$ cat src/rtl/if_prefetch_pkg.sv
// ---------------------------------------------------------------------------
// if_prefetch_pkg
// Shared constants for the instruction-fetch front end.
//   RESET_PC_DEFAULT : first fetch address after reset (default value)
//   INST_BYTES       : size of one instruction word in bytes
//   ALIGN_LSB_MASK   : low address bits that must be zero for an aligned word
// ---------------------------------------------------------------------------
package if_prefetch_pkg;

    localparam logic [31:0] RESET_PC_DEFAULT = 32'h0000_0000;
    localparam int          INST_BYTES       = 4;
    localparam int          ALIGN_LSB_MASK   = INST_BYTES - 1;

endpackage : if_prefetch_pkg

$ cat src/rtl/if_inst_fifo.sv
// ---------------------------------------------------------------------------
// if_inst_fifo
// Synchronous FIFO holding prefetched {addr, inst} entries.
//   clk, rst   : clock, synchronous active-high reset
//   clear      : empties the FIFO; wins over push and pop
//   push       : write push_data at the tail
//   push_data  : entry to write
//   pop        : remove the head entry
//   head_data  : current head entry (not masked when empty)
//   count      : number of entries held (0..DEPTH)
//   empty      : count == 0
// ---------------------------------------------------------------------------
module if_inst_fifo #(
    parameter  int WIDTH = 64,
    parameter  int DEPTH = 4,
    localparam int PTR_W = $clog2(DEPTH),
    localparam int CNT_W = PTR_W + 1
) (
    input  logic             clk,
    input  logic             rst,
    input  logic             clear,
    input  logic             push,
    input  logic [WIDTH-1:0] push_data,
    input  logic             pop,
    output logic [WIDTH-1:0] head_data,
    output logic [CNT_W-1:0] count,
    output logic             empty
);

    logic [WIDTH-1:0] mem [DEPTH];
    logic [PTR_W-1:0] rd_ptr;
    logic [PTR_W-1:0] wr_ptr;

    // Storage array: no reset needed, entries are only read once counted in.
    always_ff @(posedge clk) begin
        if (push && !clear) begin
            mem[wr_ptr] <= push_data;
        end
    end

    // Pointers and occupancy. DEPTH is a power of two, so the pointers
    // wrap naturally on overflow of their width.
    always_ff @(posedge clk) begin
        if (rst || clear) begin
            rd_ptr <= '0;
            wr_ptr <= '0;
            count  <= '0;
        end else begin
            if (push) begin
                wr_ptr <= wr_ptr + PTR_W'(1);
            end
            if (pop) begin
                rd_ptr <= rd_ptr + PTR_W'(1);
            end
            count <= count + CNT_W'(push) - CNT_W'(pop);
        end
    end

    assign head_data = mem[rd_ptr];
    assign empty     = (count == '0);

endmodule : if_inst_fifo

$ cat src/rtl/if_prefetch.sv
// ---------------------------------------------------------------------------
// if_prefetch
// Instruction-fetch front end: PC generation, one ROM read per cycle with a
// fixed one-cycle latency, a DEPTH-entry prefetch queue drained by IF/ID, and
// jump redirect that flushes the queue and the in-flight read.
//   clk, rst     : clock, synchronous active-high reset
//   rom_req_o    : ROM read request this cycle
//   rom_addr_o   : ROM read address (word aligned)
//   rom_rdata_i  : ROM data, valid one cycle after a request
//   jump_en_i    : redirect from execute
//   jump_addr_i  : redirect target (low two bits ignored)
//   inst_valid_o : queue head valid toward IF/ID
//   inst_ready_i : IF/ID accepts the head
//   inst_o       : head instruction (0 when not valid)
//   inst_addr_o  : head instruction address (0 when not valid)
// ---------------------------------------------------------------------------
module if_prefetch
    import if_prefetch_pkg::*;
#(
    parameter int                ADDR_W   = 32,
    parameter int                INST_W   = 32,
    parameter int                DEPTH    = 4,
    parameter logic [ADDR_W-1:0] RESET_PC = ADDR_W'(RESET_PC_DEFAULT)
) (
    input  logic              clk,
    input  logic              rst,
    output logic              rom_req_o,
    output logic [ADDR_W-1:0] rom_addr_o,
    input  logic [INST_W-1:0] rom_rdata_i,
    input  logic              jump_en_i,
    input  logic [ADDR_W-1:0] jump_addr_i,
    output logic              inst_valid_o,
    input  logic              inst_ready_i,
    output logic [INST_W-1:0] inst_o,
    output logic [ADDR_W-1:0] inst_addr_o
);

    localparam int CNT_W = $clog2(DEPTH) + 1;
    localparam int OCC_W = CNT_W + 1;
    localparam logic [ADDR_W-1:0] ADDR_ALIGN_MASK = ~ADDR_W'(ALIGN_LSB_MASK);
    localparam logic [ADDR_W-1:0] ADDR_STEP       = ADDR_W'(INST_BYTES);

    logic [ADDR_W-1:0]        pc_q;
    logic                     infl_q;
    logic [ADDR_W-1:0]        infl_addr_q;

    logic [ADDR_W+INST_W-1:0] head_data;
    logic [CNT_W-1:0]         count;
    logic                     empty;
    logic                     pop;
    logic                     push;
    logic                     issue_ok;
    logic [OCC_W-1:0]         occupancy;
    logic [ADDR_W-1:0]        jump_target;

    if_inst_fifo #(
        .WIDTH (ADDR_W + INST_W),
        .DEPTH (DEPTH)
    ) u_fifo (
        .clk       (clk),
        .rst       (rst),
        .clear     (jump_en_i),
        .push      (push),
        .push_data ({infl_addr_q, rom_rdata_i}),
        .pop       (pop),
        .head_data (head_data),
        .count     (count),
        .empty     (empty)
    );

    // Head visibility: hidden during reset and jump cycles, so no pop can
    // happen while the queue is being flushed.
    always_comb begin
        inst_valid_o = !rst && !jump_en_i && !empty;
        pop          = inst_valid_o && inst_ready_i;
        inst_addr_o  = inst_valid_o ? head_data[ADDR_W+INST_W-1:INST_W] : '0;
        inst_o       = inst_valid_o ? head_data[INST_W-1:0] : '0;
    end

    // Issue rule: entries left after this cycle's pop, plus the word about
    // to land, must leave room for one more response next cycle.
    always_comb begin
        occupancy   = OCC_W'(count) + OCC_W'(infl_q) - OCC_W'(pop);
        issue_ok    = occupancy < OCC_W'(DEPTH);
        jump_target = jump_addr_i & ADDR_ALIGN_MASK;
    end

    // Request side with reset over jump over normal sequencing; a jump
    // always issues its target immediately so there is no request bubble.
    always_comb begin
        rom_req_o  = 1'b0;
        rom_addr_o = RESET_PC;
        if (rst) begin
            rom_req_o  = 1'b0;
            rom_addr_o = RESET_PC;
        end else if (jump_en_i) begin
            rom_req_o  = 1'b1;
            rom_addr_o = jump_target;
        end else begin
            rom_req_o  = issue_ok;
            rom_addr_o = pc_q;
        end
    end

    // A response is only kept if a read is outstanding and no jump is
    // discarding it this cycle.
    assign push = infl_q && !jump_en_i && !rst;

    // PC and in-flight tracking. Address arithmetic wraps silently.
    always_ff @(posedge clk) begin
        if (rst) begin
            pc_q        <= RESET_PC;
            infl_q      <= 1'b0;
            infl_addr_q <= RESET_PC;
        end else begin
            infl_q      <= rom_req_o;
            infl_addr_q <= rom_addr_o;
            if (rom_req_o) begin
                pc_q <= rom_addr_o + ADDR_STEP;
            end
        end
    end

endmodule : if_prefetch

$ cat config.mk
export PLATFORM = sky130hd
export DESIGN_NAME = if_prefetch
export DESIGN_NICKNAME = d
export VERILOG_FILES = /design/src/rtl/if_prefetch_pkg.sv /design/src/rtl/if_inst_fifo.sv /design/src/rtl/if_prefetch.sv
export SDC_FILE = /design/constraint.sdc
export NUM_CORES = 1
export LEC_CHECK = 0
export CORE_ASPECT_RATIO = 0.7
export CORE_MARGIN = 5
export CORE_UTILIZATION = 50
export CTS_BUF_LIST = sky130_fd_sc_hd__clkbuf_8 sky130_fd_sc_hd__clkbuf_16
export DETAILED_ROUTE_END_ITERATION = 6
export HOLD_SLACK_MARGIN = 0.15
export PLACE_DENSITY_LB_ADDON = 0.05
export REMOVE_ABC_BUFFERS = 1
export SKIP_LAST_GASP = 1
export SYNTH_ARGS = -nofsm -noshare
export SYNTH_HDL_FRONTEND = slang
export SYNTH_SLANG_ARGS = --single-unit
$ cat constraint.sdc
create_clock -name clk -period 4.1 [get_ports clk]
set_input_delay 0.82 -clock clk [delete_from_list [all_inputs] [get_ports clk]]
set_output_delay 0.82 -clock clk [all_outputs]
set_load 0.05 [all_outputs]
After elaboration in Yosys (flattened, before gate mapping)
Memory sizes are Yosys's and may differ from the RTL's. A register that Yosys moved wholly into a read port is not among the register bits.
Index checks and enable logic that the tools add are counted.
W data, S select, Z words.
{ "word_totals": {"latch_bits": 0, "memories": 1, "register_bits": 72, "romBits": 0, "input_bits": 68, "mem_bits_rw": 256, "elab_cells": 36} }
{ "op_classes": {"magnitude_cmp": 1, "div": 0, "bitwise_logic": 0, "multipliers": 0, "n_mux": 10, "add_sub_neg": 7, "shifts": 0, "n_eq_ne": 0, "n_reduce_logical": 11} }
{ "mem_list": {"columns": ["memory", "words", "word_bits", "read_ports", "rd_clocked_by_memory_dff", "wr", "line_no", "text"], "rows": [
  ["u_fifo.mem", 4, 64, 1, 1, 1, "if_inst_fifo.sv:30", "logic [WIDTH-1:0] mem [DEPTH];"]
]} }
{ "op_table": {"columns": ["cell", "count"], "rows": [
  ["$mux W32", 4],
  ["$add A32 B3 Y32 const B", 1],
  ["$logic_and A1 B1 Y1", 6],
  ["$add A2 B1 Y2 const B", 2],
  ["$add A3 B1 Y4", 1],
  ["$lt A4 B3 Y1 const B", 1],
  ["$mux W1", 4],
  ["$mux W2", 2],
  ["$sub A4 B1 Y4", 1],
  ["$add A3 B1 Y3", 1],
  ["$logic_not A1 Y1", 3],
  ["$logic_not A3 Y1", 1],
  ["$sub A3 B1 Y3", 1],
  ["$logic_or A1 B1 Y1", 1]
]} }

Longest topological paths before layout
Gate-level depths: netlist (run 1).
{ "logic_depth": {"depth_word": 8, "depth_mapped": 16} }

Cells and area by module
A second synthesis (run 1) with hierarchy kept.
{ "unflattened": {"cells_unflattened": 859, "area_unflattened_um2": 13785.7} }
{ "modules_own_cells": {"columns": ["module", "cells_per_inst", "n_inst", "area_each_um2", "seq_area_each_um2"], "rows": [
  ["if_inst_fifo", 380, 1, 9761.9, 7867.5],
  ["if_prefetch", 479, 1, 4023.9, 1301.2]
]} }

Least setup slack after synthesis (run 1)
No wires, ideal clock.
{ "synth_path": {"kind": "input to output", "start": "in jump_en_i", "end": "out rom_req_o", "arrival_ns": 3.393, "n_path_buf": 3, "required_time_ns": 3.280, "setup_slack_ns": -0.113, "path_stages": 15, "cell_sequence": "buf_6 or2_2 clkbuf_1 a31oi_1 and2_1 ha_1 inv_1 ha_1 nor4bb_1 nor3_1 xnor2_1 a21o_1 nand2b_1 clkbuf_1 inv_1"} }
{ "synth_via": {"elab_chain_cells": 8} }
{ "synth_rtl": {"columns": ["item", "line_no", "text"], "rows": [
  ["start, declared", "if_prefetch.sv:30", "input logic jump_en_i,"],
  ["$logic_not A1 Y1", "if_prefetch.sv:74", "inst_valid_o = !rst && !jump_en_i && !empty;"],
  ["$logic_and A1 B1 Y1 (2 in series)", "if_prefetch.sv:74", null],
  ["$logic_and A1 B1 Y1", "if_prefetch.sv:75", "pop = inst_valid_o && inst_ready_i;"],
  ["net pop", "if_prefetch.sv:50", "logic pop;"],
  ["$sub A4 B1 Y4", "if_prefetch.sv:83", "occupancy = OCC_W'(count) + OCC_W'(infl_q) - OCC_W'(pop);"],
  ["$lt A4 B3 Y1", "if_prefetch.sv:84", "issue_ok = occupancy < OCC_W'(DEPTH);"],
  ["$mux W1", "if_prefetch.sv:96", "end else if (jump_en_i) begin"],
  ["$mux W1", "if_prefetch.sv:93", "if (rst) begin"],
  ["end, declared", "if_prefetch.sv:27", "output logic rom_req_o,"]
]} }
The timed path passes the listed nets, and every way through them passes these cells.

Worst setup path after layout (run 1)
{ "layout_path": {"start": "in rst", "end": "out rom_req_o"} }
{ "layout_via": {"elab_chain_cells": 8} }
{ "layout_rtl": {"columns": ["item", "line_no", "text"], "rows": [
  ["start, declared", "if_prefetch.sv:26", "input logic rst,"],
  ["$logic_not A1 Y1", "if_prefetch.sv:74", null],
  ["$logic_and A1 B1 Y1 (2 in series)", "if_prefetch.sv:74", null],
  ["$logic_and A1 B1 Y1", "if_prefetch.sv:75", null],
  ["net pop", "if_prefetch.sv:50", null],
  ["$sub A4 B1 Y4", "if_prefetch.sv:83", null],
  ["$lt A4 B3 Y1", "if_prefetch.sv:84", null],
  ["$mux W1", "if_prefetch.sv:96", null],
  ["$mux W1", "if_prefetch.sv:93", null]
]} }
The timed path passes the listed nets, and every way through them passes these cells.

==> results of run 1 <==
==> worst reg2reg max path, delay by kind of cell, from the launching register on <==
kind	cells	cell delay [ns]
buffers and inverters	4	0.71
AND/OR/NAND/NOR	4	0.65
AO/OA/AOI/OAI	3	0.61
adder cells (fa/ha/maj)	2	0.44
flip-flops	1	0.34
XOR/XNOR	1	0.22
==> power groups by stage <==
stage | sequential [uW] | combinational [uW] | clock (uW)
after floorplan | 3760 | 200 | 0
after global placement | 3760 | 401 | 0
after detailed placement | 3770 | 410 | 0
after CTS | 3690 | 412 | 2750
after global routing | 3700 | 438 | 2890
final | 3700 | 412 | 2680
==> placed cells by master (no fill, tap or decap), drive strengths merged, types with 22 or more instances in the layout <==
master         netlist  final
mux4                64     64
mux2i               32     32
edfxtp             256    256
clkdlybuf4s50        0     90
buf                 25     92
and2                74     74
clkbuf              22     37
xnor2               22     22
nor2                92     92
a211oi              24     24
dfxtp               74     74
==> cells by family (layout without fill, tap and decap cells) <==
group	Yosys count	count (layout)	synth area share [%]
AOI/OAI and AO/OA	46	46	2.73
xor gates and xnor gates	34	34	2.23
adders and majority gates	11	11	1.09
buffers and inverters	58	249	1.95
DFF	330	330	68.7
muxes	96	96	13.2
and+or+nand+nor	247	247	10.1
==> sequential cells by signal, summed over array words and instances, names as in the netlist, named ones only <==
register,flops
u_fifo.rd_ptr,2
pc_q,32
u_fifo.mem,256
u_fifo.count,3
infl_addr_q,32
infl_q,1
u_fifo.wr_ptr,2
==> final timing paths <==
path | startpoint | to | cells past startpoint
setup reg to reg | u_fifo.count[1]$_SDFF_PN0_ | pc_q[18]$_SDFFE_PP0P_ | 14
hold reg to reg | infl_addr_q[7]$_SDFF_PP0_ | u_fifo.mem[2][39]$_DFFE_PP_ | 0
setup / recovery | rst | rom_req_o | 14
hold / removal | infl_addr_q[7]$_SDFF_PP0_ | u_fifo.mem[2][39]$_DFFE_PP_ | 0
==> stage by stage <==
step	power (uW)	setup WS (ns)	TNS, ns
floorplan	3960	-3.05	-116.31
global placement	4160	0.0874	0
detailed placement	4180	0.0136	0
CTS	6850	0.0101	0
global route	7030	0.00905	0
finish	6790	0.177	0
==> cell type report <==
| cell class | instances | area, um2 | area share [%] |
|---|---|---|---|
| inverter | 11 | 41.3 | 0.242 |
| timing repair buffer | 182 | 2470 | 14.5 |
| clock inverter | 19 | 113 | 0.659 |
| sequential | 330 | 9180 | 53.7 |
| clock buffer | 37 | 858 | 5.02 |
| tap | 364 | 455 | 2.67 |
| multi-input combinational | 434 | 3970 | 23.2 |
==> what timing repair did <==
action	4_1_cts	5_1_grt
setup endpoints to repair	0	1
gates resized for setup	0	4
buffers inserted	0	1
==> per-layer routing <==
| layer | track usage (%) | up-vias | wire length [um] |
|---|---|---|---|
| met5 | 0 | - | 0 |
| met4 | 4.12 | 0 | 540 |
| met3 | 4.02 | 46 | 1960 |
| met2 | 29.6 | 235 | 13300 |
| met1 | 28.1 | 3803 | 12900 |
| li1 | - | 3433 | - |
==> metrics, run 1 <==
routability-driven placement congestion ratio=0.834; cell leakage power=0.00577 uW; cells taking the most area after synthesis=sky130_fd_sc_hd__edfxtp_1 58%, sky130_fd_sc_hd__dfxtp_1 11%, sky130_fd_sc_hd__mux4_2 11%; Arrival @ worst endpoint=3.10 ns; distinct cell type count of the synthesized netlist=50; endpoints failing hold=0; leading cell types by count after synthesis=256 x sky130_fd_sc_hd__edfxtp_1, 91 x sky130_fd_sc_hd__nor2_1, 74 x sky130_fd_sc_hd__and2_1, 74 x sky130_fd_sc_hd__dfxtp_1, 64 x sky130_fd_sc_hd__mux4_2; Logic pwr share=6.1%; switching power summed over all nets=1420 uW; proportion of synthesized flip-flops having asynchronous set or reset=0%; grt ovf=0; worst IR drop on VDD=0.348 mV; dpl cells=1,320; share of total power in sequential cells=54.4%; critical path buffer and inverter count=4; standard-cell rows=50; kind of start point of the critical path=primary input; # hold bufs at CTS=0; fraction of post-synthesis cell area in the top cell type by area=57.6%; cell area after technology mapping=0.0133 mm2; RSZ-0062 raised after global routing=no; global-route wire length before repair=roughly 45 mm; power density relative to cell area=around 400 mW/mm2; final layout net count=1,068; post-synthesis sequential area ratio=roughly 69%; final standard cell count with taps included and fillers excluded=1,377; effective utilization at floorplan=50.3%; filler instances=1,886; cts bufs inserted=30; clock slew at reported path FFs=0.07 ns; detailed placement HPWL=18.4 mm; clock root buffer=sky130_fd_sc_hd__clkbuf_16; transition time at the pin with the least slew margin=1.03 ns; placed cell areas=0.0161 mm2; number of levels in the clock H-tree=1; DIE WIDTH=205 um; final worst-path cycle share=a little over nine tenths; dominant cell by count in the synthesized netlist=sky130_fd_sc_hd__edfxtp_1; Slew headroom=31.6%; Top Family by Delay on Critical Path=simple AND/OR/NAND/NOR gates; final worst path period need=around 3.9 ns; Iteration-0 DRC Markers=357; slowest stage delay, CP=0.30 ns; required arrival time at the worst endpoint=3.28 ns; endpoint class of the critical path=primary output; average size of a mapped cell=16.2 um2; sink count of the clock tree=330; per-cell via count in the routed design=between 5 and 6; Util after Layout=64.4%; area enclosed by the die boundary=0.0301 mm2; max-cap check violation count=0; Final setup viols=0; Clock Tree Buf Depth=3; input/output buffers=163; area added between synthesis and finish=28.1%; Synth warnings=0; 1st-pass router iterations=5; Setup Skew=0.00804 ns; outcome=finished, final reports clean; largest net degree at the start of global routing=95; Worst Hold Class=reg2reg; antenna violations before repair=1; antenna-violating nets left=0; CP max stage cell=sky130_fd_sc_hd__ha_1; Post-synth EDFFs=approximately 260; per-cell routed wire length=roughly 21 um; most area-hungry cell type in the Yosys netlist=sky130_fd_sc_hd__edfxtp_1; All-Layer GR Usage=around a fifth; register-to-register path setup slack=1.02 ns; Synth Register Bits=330; Max Transition Viols Final=0; Sw Ratio=21.0%; height of the die=147 um; placeable core region=0.0265 mm2; clk_lat worst skew=0.54 ns; peak clock frequency supported by timing=255 MHz; Inserted Diodes=0; routed wire length=about 29 mm; synthesized netlist cell count=822; clock share of power=39.5%; fraction of layout cells with a size suffix above 1=22.7%; type of the setup path with the least slack=in2out; clock tree from TritonCTS=built; final cell area excluding filler cells=0.0171 mm2; CP cell instances=buf_2 -> or2_4 -> a31oi_4 -> and2_4 -> ha_1 -> inv_1 -> ha_1 -> nor4bb_4 -> nor3_1 -> xnor2_1 -> a21o_1 -> nand2b_1 -> inv_1 -> buf_12; number of vias after detailed routing=around 7,500; WHS=0.474 ns; Int Power=5370 uW; primary flip-flop cell chosen by synthesis mapping=sky130_fd_sc_hd__edfxtp_1; via count of the first global-routing pass=7,777; Critical Path Fanout Max=3; ports placed on the boundary=~170; DRC=0
Power figures use the tool's default switching activity.
==> run 2: changes to the inputs <==
CORE_MARGIN = 2   (was 5)
==> run 2 against run 1 <==
Effect of this change: via count fell by 0.80%; cell count fell by 0.36%; die area decreased by 6.9%; sequential power about the same; first-iteration DRC count increased by 37%; register-to-register slack gained 0.15 ns; final area is essentially flat.
==> metrics, run 2 (same netlist as run 1, synthesis figures left out) <==
outcome=finished, final reports clean; clock slew at reported path FFs=0.06 ns (about the same); Arrival @ worst endpoint=3.03 ns (-0.07 ns); routability-driven placement congestion ratio=0.846 (+1.5%); Iteration-0 DRC Markers=488 (+37%); Critical Path Fanout Max=2 (-1); Slew headroom=28.9% (-2.6 points); # hold bufs at CTS=0 (unchanged); per-cell via count in the routed design=5.44 (-0.44%); Worst Hold Class=reg2reg; Sw Ratio=21.0% (+0.075 points); grt ovf=0 (unchanged); Setup Skew=0.00694 ns (-0.00110 ns); antenna-violating nets left=0 (unchanged); flip-flop count of the largest register after layout=256 (unchanged); Logic pwr share=6.0% (about the same); Place WS=0.00994 ns (-0.00371 ns); largest net degree at the start of global routing=66 (-31%); required arrival time at the worst endpoint=3.28 ns (about the same); sink count of the clock tree=330 (unchanged); Clock Tree Buf Depth=3 (unchanged); routed wire length=28.6 mm (-0.50%); switching power summed over all nets=1430 uW (+0.66%); global-route wire length before repair=44.2 mm (-1.0%); register containing the most flip-flops in the final layout=u_fifo.mem; 1st-pass router iterations=5 (unchanged); worst IR drop on VDD=0.355 mV (+2.1%); All-Layer GR Usage=20.8% (+1.8 points); max-cap check violation count=0 (unchanged); fraction of layout cells with a size suffix above 1=23.7% (+1.0 points); Int Power=5380 uW (+0.20%); final worst-path cycle share=93.8% (-1.9 points); DIE WIDTH=199 um (-2.9%); detailed placement HPWL=18.2 mm (-1.3%); input/output buffers=163 (unchanged); area enclosed by the die boundary=0.0280 mm2 (-6.9%); number of levels in the clock H-tree=1 (unchanged); kind of start point of the critical path=primary input; cell leakage power=0.00583 uW (+0.97%); ports placed on the boundary=166 (unchanged); transition time at the pin with the least slew margin=1.07 ns (+0.0395 ns); endpoints failing hold=0 (unchanged); largest registers=u_fifo.mem (256), infl_addr_q (32), pc_q (32); area added between synthesis and finish=27.9% (about the same); clock share of power=39.7% (+0.2 points); min setup slack post-route=0.253 ns (+0.0760 ns); Final setup viols=0 (unchanged); share of total power in sequential cells=54.3% (about the same); commonest cells after routing, fill and taps aside=256 x sky130_fd_sc_hd__edfxtp_1, 91 x sky130_fd_sc_hd__nor2_1, 82 x sky130_fd_sc_hd__clkdlybuf4s50_1; clock tree from TritonCTS=built; final layout net count=1,069 (+0.094%); clk_lat worst skew=0.55 ns (about the same); final worst path period need=3.85 ns (-0.0760 ns); per-cell routed wire length=20.8 um (-0.14%); Inserted Diodes=0 (unchanged); RSZ-0062 raised after global routing=no; DRC=0 (unchanged); via count of the first global-routing pass=7,922 (+1.9%); effective utilization at floorplan=51.4% (+1.1 points); type of the setup path with the least slack=in2out; dpl cells=1,314 (-0.45%); peak clock frequency supported by timing=260 MHz (+2.0%); WHS=0.471 ns (-0.00311 ns); endpoint class of the critical path=primary output; leading cell type in the layout, fill and taps excluded=sky130_fd_sc_hd__edfxtp_1; final cell area excluding filler cells=0.0171 mm2 (about the same); antenna violations before repair=0 (-1); height of the die=141 um (-4.1%); number of vias after detailed routing=7,457 (-0.80%); Max Transition Viols Final=0 (unchanged); final standard cell count with taps included and fillers excluded=1,372 (-0.36%); standard-cell rows=49 (-2.0%); power density relative to cell area=399 mW/mm2 (+0.40%); clock root buffer=sky130_fd_sc_hd__clkbuf_16; cts bufs inserted=31 (+3.3%); placeable core region=0.0259 mm2 (-2.2%); placed cell areas=0.0161 mm2 (-0.12%)
==> run 2: cell types whose count changed in the layout (fill, tap and decap cells not counted), moves of 3 or more <==
cell and delta:
sky130_fd_sc_hd__buf_4 +9, sky130_fd_sc_hd__clkbuf_8 -3, sky130_fd_sc_hd__clkdlybuf4s50_1 -8, sky130_fd_sc_hd__clkinv_1 -7
sky130_fd_sc_hd__clkinv_2 +4, sky130_fd_sc_hd__inv_1 +7
==> run 2: path summary, 6_finish.rpt <==
check	from	endpoint	slack [ns]	cells past startpoint
setup / recovery	rst	rom_req_o	0.25	14
hold / removal	pc_q[1]$_SDFFE_PP0P_	infl_addr_q[1]$_SDFF_PP0_	0.47	1
setup reg to reg	u_fifo.count[1]$_SDFF_PN0_	pc_q[27]$_SDFFE_PP0P_	1.17	13
hold reg to reg	pc_q[1]$_SDFFE_PP0P_	infl_addr_q[1]$_SDFF_PP0_	0.47	1
==> run 2: final cells by class <==
cell class	count	area (um2)
flip-flops and latches	330	9180
fillers	1847	8860
multi-input cells	434	3970
repair buffers	182	2460
clock buffers	34	817
well taps	357	447
clock inverters	24	159
inverters	11	41.3
==> run 2: power by group through the flow <==
| stage | Sequential, uW | Combinational, uW | Clock [uW] |
|---|---|---|---|
| global route | 3700 | 434 | 2900 |
| floorplan | 3760 | 200 | 0 |
| CTS | 3700 | 409 | 2770 |
| global placement | 3760 | 399 | 0 |
| finish | 3700 | 408 | 2710 |
| detailed placement | 3770 | 407 | 0 |
==> run 2: per-stage QoR <==
step / TNS (ns) / power [uW] / utilization (%)
2_1_floorplan: -116.31 / 3960 / -
3_3_place_gp: 0 / 4160 / 62.0
3_5_place_dp: 0 / 4170 / 62.0
4_1_cts: 0 / 6880 / 65.7
5_1_grt: 0 / 7030 / 65.8
6_report: 0 / 6810 / 65.8
==> run 2: worst max-delay path, cell delays in order <==
cell	delay [ns]
sky130_fd_sc_hd__buf_4	0.12
sky130_fd_sc_hd__or2_4	0.29
sky130_fd_sc_hd__a31oi_4	0.16
sky130_fd_sc_hd__and2_4	0.17
sky130_fd_sc_hd__ha_1	0.13
sky130_fd_sc_hd__inv_1	0.06
sky130_fd_sc_hd__ha_1	0.30
sky130_fd_sc_hd__nor4bb_4	0.23
sky130_fd_sc_hd__nor3_2	0.07
sky130_fd_sc_hd__xnor2_1	0.21
sky130_fd_sc_hd__a21o_1	0.17
sky130_fd_sc_hd__nand2b_1	0.09
sky130_fd_sc_hd__inv_2	0.08
sky130_fd_sc_hd__buf_12	0.13
==> run 2: repair_timing <==
action / in CTS / in global routing
setup buffers: 0 / 0
endpoints found under the hold margin: 0 / 0
endpoints found under the setup margin: 0 / 1
resized for setup: 0 / 6
==> run 2: metal layers <==
metal,vias to the layer above,GRT usage [%],part of all wire (%)
li1,3444,-,-
met1,3767,28.6,43
met2,205,34.6,49
met3,41,3.90,5.8
met4,0,4.95,2.2
met5,-,0,0
